==> src/rtl/fifo_rd_stream.sv <==
// rtl/fifo_rd_stream.sv - FIFO read-side drain into a 2-entry skid buffer with frame tagging
//
// Drains the dual-clock sample FIFO read port into a two-entry registered
// buffer and presents it as a valid/ready stream. Every FRAME_LEN-th accepted
// beat is tagged with m_last.
//
// Optional feature: define FIFO_RD_STATS_EN to add the underflow_cnt port and
// its saturating starvation counter.
//
// Ports:
//   rclk          in   read-domain clock
//   rrst_n        in   asynchronous active-low reset
//   rempty        in   FIFO empty flag (rclk domain)
//   rdata         in   FIFO word at read address, valid alongside rinc
//   rinc          out  FIFO pop, one word per cycle while high
//   rd_en         in   drain enable, gates new pops only
//   m_data        out  output sample (buffer head)
//   m_valid       out  m_data valid
//   m_ready       in   downstream accepts
//   m_last        out  current beat closes a frame
//   occupancy     out  buffer fill level 0..2
//   underflow_cnt out  starved-cycle count (FIFO_RD_STATS_EN only)
module fifo_rd_stream #(
   parameter int DATA_WIDTH = 16,
   parameter int FRAME_LEN  = 64
) (
   input  logic                  rclk,
   input  logic                  rrst_n,
   input  logic                  rempty,
   input  logic [DATA_WIDTH-1:0] rdata,
   output logic                  rinc,
   input  logic                  rd_en,
   output logic [DATA_WIDTH-1:0] m_data,
   output logic                  m_valid,
   input  logic                  m_ready,
   output logic                  m_last,
   output logic [1:0]            occupancy
`ifdef FIFO_RD_STATS_EN
   ,
   output logic [15:0]           underflow_cnt
`endif
);

   localparam int BW = (FRAME_LEN > 1) ? $clog2(FRAME_LEN) : 1;
   localparam logic [BW-1:0] LAST_BEAT = BW'(FRAME_LEN - 1);

   logic [DATA_WIDTH-1:0] head_q, head_d;
   logic [DATA_WIDTH-1:0] tail_q, tail_d;
   logic [1:0]            count_q, count_d;
   logic [BW-1:0]         beat_q, beat_d;
   logic                  fire;
   logic                  push;

   assign m_valid   = (count_q != 2'd0);
   assign m_data    = head_q;
   assign occupancy = count_q;
   assign fire      = m_valid & m_ready;

   // A full buffer may still pop when the head leaves this cycle; the reset
   // term keeps the FIFO pointer still while rrst_n is low.
   assign rinc = rrst_n & rd_en & ~rempty & ((count_q < 2'd2) | fire);
   assign push = rinc;

   assign m_last = m_valid & (beat_q == LAST_BEAT);

   always_comb begin
      head_d  = head_q;
      tail_d  = tail_q;
      count_d = count_q;
      case (count_q)
         2'd0: begin
            if (push) begin
               head_d  = rdata;
               count_d = 2'd1;
            end
         end
         2'd1: begin
            if (push && fire) begin
               head_d = rdata;
            end else if (push) begin
               tail_d  = rdata;
               count_d = 2'd2;
            end else if (fire) begin
               count_d = 2'd0;
            end
         end
         2'd2: begin
            // Push without fire cannot happen here: rinc is gated on fire.
            if (fire) begin
               head_d = tail_q;
               if (push) begin
                  tail_d = rdata;
               end else begin
                  count_d = 2'd1;
               end
            end
         end
         default: count_d = 2'd0;
      endcase
   end

   always_comb begin
      beat_d = beat_q;
      if (fire) begin
         beat_d = (beat_q == LAST_BEAT) ? '0 : beat_q + BW'(1);
      end
   end

   always_ff @(posedge rclk or negedge rrst_n) begin
      if (!rrst_n) begin
         head_q  <= '0;
         tail_q  <= '0;
         count_q <= 2'd0;
         beat_q  <= '0;
      end else begin
         head_q  <= head_d;
         tail_q  <= tail_d;
         count_q <= count_d;
         beat_q  <= beat_d;
      end
   end

`ifdef FIFO_RD_STATS_EN
   logic [15:0] uf_q, uf_d;

   // Counts cycles where downstream is ready and draining is enabled but no
   // sample is available; saturates rather than wrapping.
   always_comb begin
      uf_d = uf_q;
      if (m_ready && !m_valid && rd_en && (uf_q != 16'hFFFF)) begin
         uf_d = uf_q + 16'd1;
      end
   end

   always_ff @(posedge rclk or negedge rrst_n) begin
      if (!rrst_n) begin
         uf_q <= 16'd0;
      end else begin
         uf_q <= uf_d;
      end
   end

   assign underflow_cnt = uf_q;
`endif

endmodule
==> config.mk <==
export PLATFORM = sky130hd
export DESIGN_NAME = fifo_rd_stream
export DESIGN_NICKNAME = d
export VERILOG_FILES = /design/src/rtl/fifo_rd_stream.sv
export SDC_FILE = /design/constraint.sdc
export NUM_CORES = 1
export LEC_CHECK = 0
export CAP_MARGIN = 20
export CORE_ASPECT_RATIO = 0.5
export CORE_MARGIN = 3
export CORE_UTILIZATION = 50
export DETAILED_ROUTE_END_ITERATION = 6
export HOLD_SLACK_MARGIN = 0.15
export PLACE_DENSITY = 0.79
export SKIP_LAST_GASP = 1
export SLEW_MARGIN = 20
export SYNTH_ARGS = -nofsm -noshare
export SYNTH_HDL_FRONTEND = slang
export SYNTH_SLANG_ARGS = --single-unit
==> constraint.sdc <==
create_clock -name rclk -period 2.3 [get_ports rclk]
set_clock_uncertainty 0.05 [all_clocks]
set_input_delay 0.69 -clock rclk [delete_from_list [all_inputs] [get_ports rclk]]
set_output_delay 0.69 -clock rclk [all_outputs]
set_load 0.02 [all_outputs]
==> results.md, run 1 <==
* Initial Util at 0.537
* Met3 Use GR at 0.0595
* Tcrit/Tclk final at 0.982
* Grt ovf at 0
* Critical Path RT at 1.56 ns
* Final setup violation count at 0
* Critical path origin: m_ready
* Global placer's final weighted congestion at 0.815
* M1 GR Usage at 0.214
* Peak supply drop at 492 uV
* Port Buffers at 41
* Final Worst Setup Slack at 0.0404 ns
* Clock sink count at 40
* Commonest non-fill, non-tap cell in the layout: dfrtp_1
* Final design utilization at 0.727
* FF-to-FF setup slack at 0.41 ns
* Vias in the first global route at 1253
* Leakage at 0.00119 uW
* DRC viols at 0
* Die Ht at 49.7 um
* Vias/cell at 5.10
* Hold crit path type: in -> async
* Mapped Cells at 136
* Placement Setup Slack at -0.500 ns
* Core ar. at 0.00355 mm^2
* Worst Tran Pin Value at 0.650 ns
* Worst-Skew Late Latency at 0.30 ns
* Slew headroom at 0.562
* Fin crit period at 2.26 ns
* HPWL after DPL at 2.65 mm
* Crit. End Element: output pin
* N_diodes at 0
* Min Hold Slack at 0.428 ns
* Met2 GRT Util at 0.288
* Initial drt markers at 56
* Antenna violations before repair at 0
* Design Power at 2460 uW
* Distinct cell type count after synthesis at 32
* Mapped cell area at 0.00191 mm^2
* Syn_nets at 158
* Routed wire per std cell at 15.4 um
* Result of the run: completed
* Rows at 15
* Largest net degree at the start of global routing at 42
* I/O pin total at 42
* Global Route Usage Sum at 0.178
* Clock transition at the registers of the reported paths at 0.08 ns
* Vias at 1254
* RSZ-0062 raised after global routing: true
* NumNets Final at 216
* Final hold violations at 0
* Max Fclk at 443 MHz
* Num CTS Buffers at 5
* Most frequent cells in the layout: dfrtp_1, mux2_2, clkdlybuf4s50_1
* Final ANT Viol Nets at 0
* Worst r2r dst: m_data[10]
* Max Cap Viol at 0
* Clk buf depth at 2
* CP endpoint: rinc
* P&R area growth vs syn at 35.4%
* Register area share after synthesis at 0.525
* Die width at 93.3 um
* Reg2reg path depth at 5
* CP Class: in -> out
* WL final at 3.80 mm
* Initial DRT Pass Iterations at 4
* PwrDens at 954 mW/mm^2
* Warnings, synthesis at 0
* Clock root cell: clkbuf_8
* Mean area per synthesized cell at 14.0 um^2
* Die footprint at 0.00463 mm^2
* Synthesis-stage register bit count at 40
* Origin of the critical flop-to-flop path: occupancy[1]
* Startpoint types: input pin
* Worst EP arrival at 1.52 ns
* CTS tree: built
* Layout cells sized above 1 at 0.405
* H-tree depth at 2
* First-pass GRT wire length at 6.02 mm
* GRT busiest layer: met2
* Final Max Tran Viols at 0
* CTS Hold Bufs at 0
* Worst Path Max Fanout at 2
==> Yosys cell counts (all sizes together) <==
master    n  area [um^2]
or2       1         6.26
o221ai    1         8.76
nor2b     1         6.26
nand2b    1         6.26
nand3b    2         15.0
buf       6         57.6
a21o      2         15.0
xnor2     2         17.5
inv       1         3.75
nand2     8         30.0
nand3     3         15.0
nor3b     1         7.51
nand4bb   1         11.3
mux2i     1         10.0
o31ai     1         7.51
o211ai    1         7.51
or3b      2         17.5
o21ai     4         23.8
dfrtp    40         1000
mux2     48          578
o41ai     1         8.76
nor2      1         3.75
ha        1         12.5
a21oi     3         15.0
o21a      1         7.51
or3       1         6.26
nand4     1         6.26
==> power by group <==
group	switching [uW]	internal [uW]	total [uW]
sequential	117	921	1040
clock	247	383	629
combinational	329	465	794
total	692	1770	2460
==> metal layers <==
layer | vias up | share of wire
met3 | 7 | 0.040
met2 | 23 | 0.50
met4 | 0 | 0.011
li1 | 610 | -
met5 | - | 0
met1 | 614 | 0.45
==> worst max-delay path, stage by stage <==
cell	delay, ns
clkdlybuf4s50_1	0.47
inv_1	0.06
a21oi_2	0.14
buf_4	0.15
==> per-stage QoR <==
step	instances	setup TNS (ns)	area [um^2]
after floorplan	136	0	1910
after global placement	237	-4.92	2440
after detailed placement	237	-5.13	2440
after CTS	245	-0.208	2570
after global routing	246	-0.000636	2580
final	246	0	2580
==> worst min path at each step <==
stage / startpoint / end / slack (ns)
floorplan: rrst_n / beat_q[0] / 0.34
global placement: beat_q[4] / beat_q[4] / 0.41
detailed placement: beat_q[4] / beat_q[4] / 0.41
global route: beat_q[4] / beat_q[4] / 0.45
CTS: beat_q[4] / beat_q[4] / 0.43
finish: rrst_n / tail_q[1] / 0.43
==> repair_timing <==
| item | 4_1_cts | 5_1_grt |
|---|---|---|
| endpoints found under the setup margin | 2 | 3 |
| endpoints found under the hold margin | 0 | 0 |
| resized for setup | 3 | 10 |
| buffers inserted | 0 | 1 |
| pin swaps | 0 | 1 |
==> sequential cells by signal, summed over array words and instances (netlist names) <==
| signal | count |
|---|---|
| tail_q | 16 |
| m_data | 16 |
| beat_q | 6 |
| occupancy | 2 |
==> logic make-up (layout without fill, tap and decap cells) <==
group / after synthesis / in the layout / synth area share
compound gates: 14 / 14 / 0.0492
xor+xnor: 2 / 2 / 0.00919
fa+ha+maj: 1 / 1 / 0.00656
buf+inv: 7 / 66 / 0.0322
flops: 40 / 40 / 0.525
mux: 49 / 49 / 0.309
simple gates: 23 / 23 / 0.0690
==> area by class of cell <==
class / instances / area, um^2
sequential: 40 / 1000
fill: 233 / 967
timing repair buffer: 57 / 538
multi-input combinational: 89 / 847
clock buffer: 7 / 96.3
clock inverter: 1 / 30.0
inverter: 1 / 3.75
tap: 51 / 63.8
(Power assumes the default switching activity.)
==> run 2, diff against run 1 <==
Settings changed: CORE_ASPECT_RATIO 0.5 to unset, REMOVE_ABC_BUFFERS set to 1, SLEW_MARGIN 20 to 10.
==> results.md, run 2 (synthesis gave the netlist of run 1 again) <==
* Result of the run: complete, but fails checks
* Violated checks: setup timing
* Routed wire per std cell at 16.5 um (+6.6%)
* Post-cts sizing count at 2 (-1)
* Die width at 67.7 um (-27%)
* Placement Setup Slack at -0.451 ns (+0.0492 ns)
* Final Max Tran Viols at 0 (unchanged)
* Clock transition at the registers of the reported paths at 0.08 ns (about the same)
* Vias in the first global route at 1352 (+7.9%)
* Final Worst Setup Slack at -0.0239 ns (-0.0643 ns)
* Core ar. at 0.00349 mm^2 (-1.5%)
* Startpoint types: input pin
* N_diodes at 0 (unchanged)
* Slew headroom at 0.568 (+0.00537)
* Commonest non-fill, non-tap cell in the layout: dfrtp_1
* Fin crit period at 2.32 ns (+0.0643 ns)
* Die footprint at 0.00459 mm^2 (-0.97%)
* Worst-Skew Late Latency at 0.29 ns (about the same)
* Num CTS Buffers at 5 (unchanged)
* NumNets Final at 213 (-1.4%)
* Worst EP arrival at 1.58 ns (+0.06 ns)
* Port Buffers at 41 (unchanged)
* PwrDens at 952 mW/mm^2 (-0.22%)
* Design Power at 2400 uW (-2.4%)
* Reg2reg path depth at 5 (unchanged)
* Initial DRT Pass Iterations at 4 (unchanged)
* Critical Path RT at 1.56 ns (about the same)
* CP Class: in -> out
* Clock root cell: clkbuf_8
* CTS Hold Bufs at 0 (unchanged)
* Max Fclk at 430 MHz (-2.8%)
* Global placer's final weighted congestion at 0.677 (-17%)
* Layout cells sized above 1 at 0.391 (-0.0145)
* Final design utilization at 0.722 (-0.00553)
* Most frequent cells in the layout: dfrtp_1, mux2_2, clkdlybuf4s50_1
* Rows at 21 (+6)
* Initial drt markers at 70 (+25%)
* H-tree depth at 2 (unchanged)
* HPWL after DPL at 2.85 mm (+7.9%)
* Post-CTS Setup Repair Bufs at 0 (unchanged)
* Largest net degree at the start of global routing at 42 (unchanged)
* RSZ-0062 raised after global routing: true
* Setup TNS at -0.0239 ns (-0.0239 ns)
* Peak supply drop at 511 uV (+4.0%)
* DRC viols at 0 (unchanged)
* Clk buf depth at 2 (unchanged)
* Worst r2r dst: tail_q[9]
* Vias at 1258 (+0.32%)
* Worst Path Max Fanout at 2 (unchanged)
* Final setup violation count at 1 (+1)
* Vias/cell at 5.29 (+3.7%)
* Die Ht at 67.7 um (+36%)
* FF-to-FF setup slack at 0.50 ns (+0.09 ns)
* Initial Util at 0.545 (+0.00808)
* Grt ovf at 0 (unchanged)
* Max Cap Viol at 0 (unchanged)
* Crit. End Element: output pin
* P&R area growth vs syn at 32.4%
* Clock sink count at 40 (unchanged)
* Final hold violations at 0 (unchanged)
* Global Route Usage Sum at 0.197 (+0.0192)
* First-pass GRT wire length at 6.50 mm (+7.9%)
* CTS tree: built
* Worst Tran Pin Value at 0.642 ns (-0.00798 ns)
* I/O pin total at 42 (unchanged)
* Origin of the critical flop-to-flop path: occupancy[1]
* Antenna violations before repair at 0 (unchanged)
* Leakage at 0.00114 uW (-4.5%)
* Tcrit/Tclk final at 1.01 (+0.0280)
* Final ANT Viol Nets at 0 (unchanged)
* Hold crit path type: in -> async
* WL final at 3.92 mm (+3.2%)
run 2: cell count changes in the layout (fill, tap and decap cells not counted):
cell / previous run / this run
clkdlybuf4s50_1: 35 / 38
clkinvlp_4: 0 / 1
clkbuf_8: 7 / 5
dlymetal6s2s_1: 3 / 0
a21oi_1: 2 / 3
clkinv_2: 0 / 1
a21oi_2: 1 / 0
clkbuf_2: 1 / 2
buf_4: 16 / 12
run 2: metal layers:
layer	part of all wire	routed length [um]	vias up	track usage
li1	-	-	599	-
met1	0.42	1650	620	0.228
met2	0.51	2010	34	0.340
met3	0.055	217	5	0.0666
met4	0.013	49	0	0.0658
met5	0	0	-	0
run 2: worst max-delay path by stage:
stage / start / endpoint / slack, ns / depth (start not counted)
detailed placement: rempty / rinc / -0.45 / 4
global placement: rempty / rinc / -0.43 / 4
global route: rempty / rinc / -0.09 / 4
CTS: rempty / rinc / -0.18 / 4
finish: rempty / rinc / -0.02 / 4
floorplan: occupancy[1] / m_last / 0.22 / 2
run 2: area by class of cell:
cell class | count | area [um^2]
Timing Repair Buffer | 54 | 505
Inverter | 1 | 3.75
Sequential cell | 40 | 1000
Clock buffer | 5 | 68.8
Clock inverter | 3 | 42.5
Multi-Input combinational cell | 89 | 843
Tap cell | 46 | 57.6
Fill cell | 248 | 972
run 2: critical path: stages:
cell and delay, ns:
clkdlybuf4s50_1 0.41, nand3b_1 0.18, a21oi_1 0.12, clkbuf_2 0.18
run 2: metrics by stage:
step                cells  hold slack, ns  cell area, um^2
floorplan             130           0.344             1850
global placement      230           0.415             2420
detailed placement    230           0.427             2420
CTS                   238           0.443             2530
global route          238           0.462             2520
finish                238           0.433             2520
run 2: where the power goes:
| group | leakage [uW] | switching (uW) | total, uW | internal [uW] |
|---|---|---|---|---|
| Clock | 0.0000541 | 239 | 560 | 321 |
| Sequential | 0.000494 | 129 | 1050 | 921 |
| Combinational | 0.000587 | 337 | 790 | 453 |
